==> src/rtl/pc_gen.sv <==
// Fetch-PC register: one-cycle redirect latency; requests held off by stall, pending branch or a slow I-cache.
// Optional PC_ALIGN_CHECK_EN keeps misaligned redirect targets and raises adel_o instead of truncating them.
module pc_gen #(
    parameter logic [31:0] RESET_PC    = 32'hBFC0_0000,
    parameter int          FETCH_WIDTH = 1
) (
    input  logic                   clk_i,
    input  logic                   rst_i,
    input  logic                   stall_i,
    input  logic                   flush_i,
    input  logic [31:0]            new_pc_i,
    input  logic                   branch_flag_i,
    input  logic [31:0]            branch_to_addr_i,
    input  logic                   req_ready_i,
    output logic                   req_valid_o,
    output logic [31:0]            pc_o,
    output logic [FETCH_WIDTH-1:0] lane_mask_o,
    output logic                   kill_o,
    output logic                   adel_o
);

    localparam int STRIDE = 4 * FETCH_WIDTH;

    logic [31:0] pc_q, pc_d;
    logic [31:0] pend_pc_q, pend_pc_d;
    logic        pend_q, pend_d;
    logic        run_q;
    logic        fire;
    logic        load;
    logic        load_flush;
    logic [31:0] load_pc;
    logic [31:0] seq_pc;
    logic [31:0] ofs;
    logic        adel;

    assign seq_pc = (pc_q & ~32'(STRIDE - 1)) + 32'(STRIDE);
    assign ofs    = (pc_q >> 2) & 32'(FETCH_WIDTH - 1);

    assign req_valid_o = run_q && !stall_i && !pend_q && !adel;
    assign fire        = req_valid_o && req_ready_i;
    assign kill_o      = flush_i || (branch_flag_i && !stall_i) || (pend_q && !stall_i);
    assign pc_o        = pc_q;
    assign adel_o      = adel;

    always_comb begin
        lane_mask_o = '0;
        for (int i = 0; i < FETCH_WIDTH; i++) begin
            lane_mask_o[i] = (32'(i) >= ofs) && !adel;
        end
    end

    // A branch resolved while unstalled supersedes any buffered one.
    always_comb begin
        pend_d     = pend_q;
        pend_pc_d  = pend_pc_q;
        load       = 1'b0;
        load_flush = 1'b0;
        load_pc    = pc_q;
        if (flush_i) begin
            load       = 1'b1;
            load_flush = 1'b1;
            load_pc    = new_pc_i;
            pend_d     = 1'b0;
        end else if (branch_flag_i && !stall_i) begin
            load    = 1'b1;
            load_pc = branch_to_addr_i;
            pend_d  = 1'b0;
        end else if (branch_flag_i && !pend_q) begin
            pend_d    = 1'b1;
            pend_pc_d = branch_to_addr_i;
        end else if (!branch_flag_i && pend_q && !stall_i) begin
            load    = 1'b1;
            load_pc = pend_pc_q;
            pend_d  = 1'b0;
        end
    end

`ifdef PC_ALIGN_CHECK_EN
    logic adel_q;

    always_comb begin
        pc_d = pc_q;
        if (load) begin
            pc_d = load_pc;
        end else if (fire) begin
            pc_d = seq_pc;
        end
    end

    // Only a flush can clear the error; later branches just accumulate it.
    always_ff @(posedge clk_i) begin
        if (rst_i) begin
            adel_q <= 1'b0;
        end else if (load) begin
            adel_q <= (|load_pc[1:0]) || (adel_q && !load_flush);
        end
    end

    assign adel = adel_q;
`else
    always_comb begin
        pc_d = pc_q;
        if (load) begin
            pc_d = load_pc & ~32'h3;
        end else if (fire) begin
            pc_d = seq_pc;
        end
    end

    assign adel = 1'b0;
`endif

    always_ff @(posedge clk_i) begin
        if (rst_i) begin
            pc_q      <= RESET_PC;
            pend_q    <= 1'b0;
            pend_pc_q <= '0;
            run_q     <= 1'b0;
        end else begin
            pc_q      <= pc_d;
            pend_q    <= pend_d;
            pend_pc_q <= pend_pc_d;
            run_q     <= 1'b1;
        end
    end

endmodule

==> config.mk <==
export PLATFORM = sky130hd
export DESIGN_NAME = pc_gen
export DESIGN_NICKNAME = d
export VERILOG_FILES = /design/src/rtl/pc_gen.sv
export SDC_FILE = /design/constraint.sdc
export NUM_CORES = 1
export LEC_CHECK = 0
export ABC_AREA = 1
export BUFFER_PORTS_ARGS = -buffer_cell sky130_fd_sc_hd__clkbuf_2
export CORE_UTILIZATION = 50
export DETAILED_ROUTE_END_ITERATION = 6
export MAX_ROUTING_LAYER = met4
export PLACE_DENSITY = 0.76
export SLEW_MARGIN = 20
export SYNTH_ARGS = -nofsm -noshare
export SYNTH_HDL_FRONTEND = slang
export SYNTH_SLANG_ARGS = --single-unit
==> constraint.sdc <==
create_clock -name clk_i -period 1.55 [get_ports clk_i]
set_input_delay 0.2325 -clock clk_i [delete_from_list [all_inputs] [get_ports clk_i]]
set_output_delay 0.2325 -clock clk_i [all_outputs]
set_load 0.05 [all_outputs]
-- Yosys cells after proc, flatten, opt, wreduce, memory -nomap -nowiden
Index checks and enable logic that the tools add are counted.
- output and inout bits: 36
- register bits after elaboration: 66
- input bits: 70
- logic and storage cells: 42
- eq/ne operators: 2
- reductions and logical operators: 19
- bitwise gates (word level): 2
- muxes and demuxes: 13
- $add $sub $neg: 1
- operators by type and width (operator ; count):
    $mux 32 ; 6
    $add 32x3->32 const B ; 1
    $logic_and 1x1->1 ; 8
    $mux 1 ; 7
    $reduce_and 3->1 ; 2
    $ne 4x2->1 const B ; 1
    $ne 4x4->1 const B ; 1
    $reduce_bool 2->1 ; 2
    $logic_not 1->1 ; 3
    $reduce_or 3->1 ; 1
    $logic_or 1x1->1 ; 2
    $not 1->1 ; 2
    $reduce_or 2->1 ; 1

-- Depth between registers and ports, before layout
- word-level depth: 9
- gate-level depth with buffers: 11

-- Least setup slack after synthesis
Ideal clock, no wire load.
- kind: register to register
- from: register pend_q
- to: register pc_q[9], in the netlist pc_o[9]
- path slack: -0.416 ns
- path buffers: 1
- arrival time: 1.856 ns
- cell stages (with the launch flop): 8
- period minus slack after synthesis: 1.966 ns
- path through: dfxtp_1 -> nor2_1 -> nand2_2 -> nand2_8 -> buf_2 -> nand3_1 -> nand3_1 -> inv_1
- RTL lines (what ; line ; source):
    start: declaration ; 26 ; logic pend_q, pend_d;
    start signal: assignment ; 121 ; pend_q <= pend_d;
    $logic_not 1->1 ; 39 ; assign req_valid_o = run_q && !stall_i && !pend_q && !adel;
    $logic_and 1x1->1 ; 39 ;
    via req_valid_o ; 15 ; output logic req_valid_o,
    $logic_and 1x1->1 ; 40 ; assign fire = req_valid_o && req_ready_i;
    $reduce_bool 2->1 (no line) ; -- ;
    $reduce_and 3->1 (no line) ; -- ;
    end signal: assignment ; 120 ; pc_q <= pc_d;
    end: declaration ; 24 ; logic [31:0] pc_q, pc_d;
The timed path passes the listed nets, and every way through them passes these cells.
A chain may end at the register's enable or synchronous reset.

-- Worst setup path in the final report
- from: register pend_q
- to: output req_valid_o
- longest elaborated chain between the ends: 2
- RTL lines (what ; line):
    $logic_not 1->1 ; 39
    $logic_and 1x1->1 ; 39
    end: declaration ; 15
Every way passes these cells.

==> results.cfg <==
[drt]
drc = 0
routed_wl_um = 12600
vias = 4736
vias_per_cell = 5.40
wl_per_cell_um = 14.3
drt_pass1_iterations = 5
ant_nets = 0
drt_iter0_markers = 315

[worst_setup_path]
timing.rr.end = pc_o[19]
cpPeakStageDelay_ns = 0.36
rr_worst_depth = 7
path_delay_family = buffers and inverters
cp_slowest_cell = dfxtp_4
start_kind = register
cp_cell_sequence = buf_4 -> nor2_4 -> buf_2
arrival_ns = 1.27
cp_max_fo = 3
r2r-start = pc_o[4]
crit_end = req_valid_o
critPathKind = register to output pin
path_depth = 3
cp_num_buf_inv = 2
critPathLaunch = pend_q
r2r_slack_ns = 0.07
end_kind = output pin
worst_ep_required_time_ns = 1.32

[placed_design]
dp_worst_setup_slack_ns = 0.0190
dp_cells = 855
place_congestion = 0.979
portBuffers = 97
dpl.hpwl_um = 9180

[logic_synthesis]
syn_avg_cell_area_um2 = 6.06
synthCells = 664
yosysUniqueCellTypes = 38
synth-seq-area-share = 0.308
synth_area_mm2 = 0.00403
ys.warnings.count = 0
ys_seq_elements = 62

[timing]
finalCriticalPeriod_ns = 1.51
max_clock_freq_mhz = 664
timing.final.crit_share = 0.972
rsz0062_at_grt = yes
finalClockSkew_ns = 0.00909
setup_viol_count_final = 0
setup_ws_ns = 0.0433
finalHoldViolCount = 0
drv_slew = 0

[cts]
cts_htree_levels = 3
clockBufferDepth = 2
clk_latency_ns = 0.35
clkTransAtPathRegs_ns = 0.08
cts_tree = done
root_buffer = clkbuf_8
cts.sinks = 62
cts_hold_buffers = 0
cts_inserted_buffers = 9

[power]
report.power.total_mw = 4.82
p_leak_nw = 2.54
powerDensity_mw_per_mm2 = 939
vdd_drop_max_v = 0.000480

[floorplan]
start_util = 0.518
rows = 32
dieWidth_um = 91.7
die_area_mm2 = 0.00841
num_io_pins = 106
core_mm2 = 0.00777
die_h_um = 91.7

[layout]
postLayoutCoreUtil = 0.661
drive_above_1_share = 0.268
synthToLayoutAreaGrowth_pct = 27.5
nNetsFinal = 841
n_antenna_cell = 0
fillers = 733
finalNonFillerCells = 877

[global_routing]
grt_max_degree = 38
overflow = 0
grt_usage = 0.319
grt_pass1_wl_um = 20500
antenna_found_initial = 0
grt_pass1_vias = 4310

[outcome]
outcome = completed

[worst_hold_path]
hold_class = input port to register

[flow_run]
maxCapViolCount = 0
==> routing by layer <==
| metal | part of all wire | track usage |
|---|---|---|
| met1 | 0.42 | 0.409 |
| met2 | 0.47 | 0.503 |
| met3 | 0.074 | 0.0572 |
| met4 | 0.034 | 0.118 |
| met5 | 0 | - |
==> cells in the final DEF, fill, tap and decap left out, types with 3 or more instances in the layout <==
master     netlist  final
bufinv_16        0      3
o21ai_0         61     61
nor2_2           4      9
inv_1           60     60
conb_1           2      4
dfxtp_2          0     21
nand3_1         35     34
a21oi_1         62     62
xor2_1           7      7
nand3b_1         3      3
o21ai_1          6      6
nand2_2          3      4
nand2_4          3      4
buf_12           0      5
o211ai_1         3      3
dfxtp_4          0      6
o22ai_1          5      5
nor2_4           3      6
buf_4            7     22
dfxtp_1         62     35
nand3_4          1      3
nand4_1          3      3
nand2_1        191    189
nor2_1          97     89
clkbuf_2         1     95
clkbuf_8         0      9
inv_2            5      5
==> cell type report <==
type                            instances  area [µm²]  share of cell area
Sequential cell                        62        1290               0.251
Inverter                               67         256              0.0500
Multi-Input combinational cell        505        2440               0.476
Tap cell                              102         128              0.0249
Timing Repair Buffer                  125         772               0.150
Clock buffer                            9         124              0.0241
Clock inverter                          7         121              0.0236
==> sequential cells by signal, indices dropped and copies added (netlist names) <==
register   cells
pc_o          30
run_q          1
pend_pc_q     30
pend_q         1
==> how the worst min path moves through the flow <==
| stage | start | endpoint | slack [ns] | cells after the start |
|---|---|---|---|---|
| after floorplan | rst_i | pend_q | 0.31 | 1 |
| after global placement | rst_i | pend_q | 0.47 | 2 |
| after detailed placement | rst_i | pend_q | 0.47 | 2 |
| after CTS | rst_i | pend_q | 0.08 | 2 |
| after global routing | rst_i | pend_q | 0.10 | 2 |
| final | rst_i | pend_q | 0.09 | 2 |
==> cell families after synthesis <==
| logic type | count (synthesis) | synth area share |
|---|---|---|
| and+or+nand+nor | 352 | 0.383 |
| AOI/OAI and AO/OA | 139 | 0.178 |
| buffers and inverters | 99 | 0.106 |
| DFF | 62 | 0.308 |
| xor gates and xnor gates | 7 | 0.0152 |
| other | 2 | 0.00187 |
| muxes | 2 | 0.00497 |
| adders and majority gates | 1 | 0.00311 |
==> timing repair <==
| action | 4_1_cts | 5_1_grt |
|---|---|---|
| pin swaps | 0 | 3 |
| hold endpoints to repair | 0 | 0 |
| gates cloned | 0 | 0 |
| gates resized for setup | 4 | 25 |
| endpoints found under the setup margin | 1 | 23 |
| setup buffers | 1 | 5 |
==> where the power goes <==
group	leakage [nW]	switching (mW)	total (mW)	internal [mW]
clock network	0.124	0.719	1.79	1.08
registers	0.520	0.148	1.88	1.73
logic	1.90	0.780	1.15	0.367
==> cell usage after synthesis <==
cell / n / area [µm²]
inv_4: 2 / 12.5
nand3b_1: 3 / 22.5
or2_2: 1 / 6.26
o211ai_1: 3 / 22.5
nor3_1: 1 / 5.00
nor3_4: 1 / 16.3
nor2_1: 97 / 364
buf_6: 1 / 11.3
nand2_1: 191 / 717
o22ai_1: 5 / 31.3
o21ai_0: 61 / 305
and2_1: 1 / 6.26
buf_2: 12 / 60.1
ha_1: 1 / 12.5
nand3_4: 1 / 17.5
dfxtp_1: 62 / 1240
nor2_2: 4 / 25.0
buf_4: 7 / 52.6
nand3_2: 2 / 20.0
conb_1: 2 / 7.51
o221ai_1: 1 / 8.76
buf_1: 2 / 7.51
nor2_4: 3 / 33.8
clkbuf_2: 1 / 5.00
o21ai_1: 6 / 30.0
xor2_1: 7 / 61.3
mux2i_1: 2 / 20.0
a211oi_1: 1 / 7.51
nand2_4: 3 / 33.8
nand3_1: 35 / 175
nor2_8: 2 / 40.0
a21oi_1: 62 / 310
clkbuf_1: 9 / 33.8
nand2_8: 1 / 20.0
inv_2: 5 / 18.8
nand2_2: 3 / 18.8
inv_1: 60 / 225
nand4_1: 3 / 18.8
==> stage by stage <==
step / instance area, µm² / hold WS [ns] / TNS [ns]
final: 5130 / 0.0905 / 0
after global routing: 5130 / 0.103 / -0.139
after CTS: 5020 / 0.0798 / 0
after detailed placement: 4750 / 0.470 / 0
after global placement: 4750 / 0.467 / 0
after floorplan: 4080 / 0.312 / 0
(Power assumes the default switching activity.)
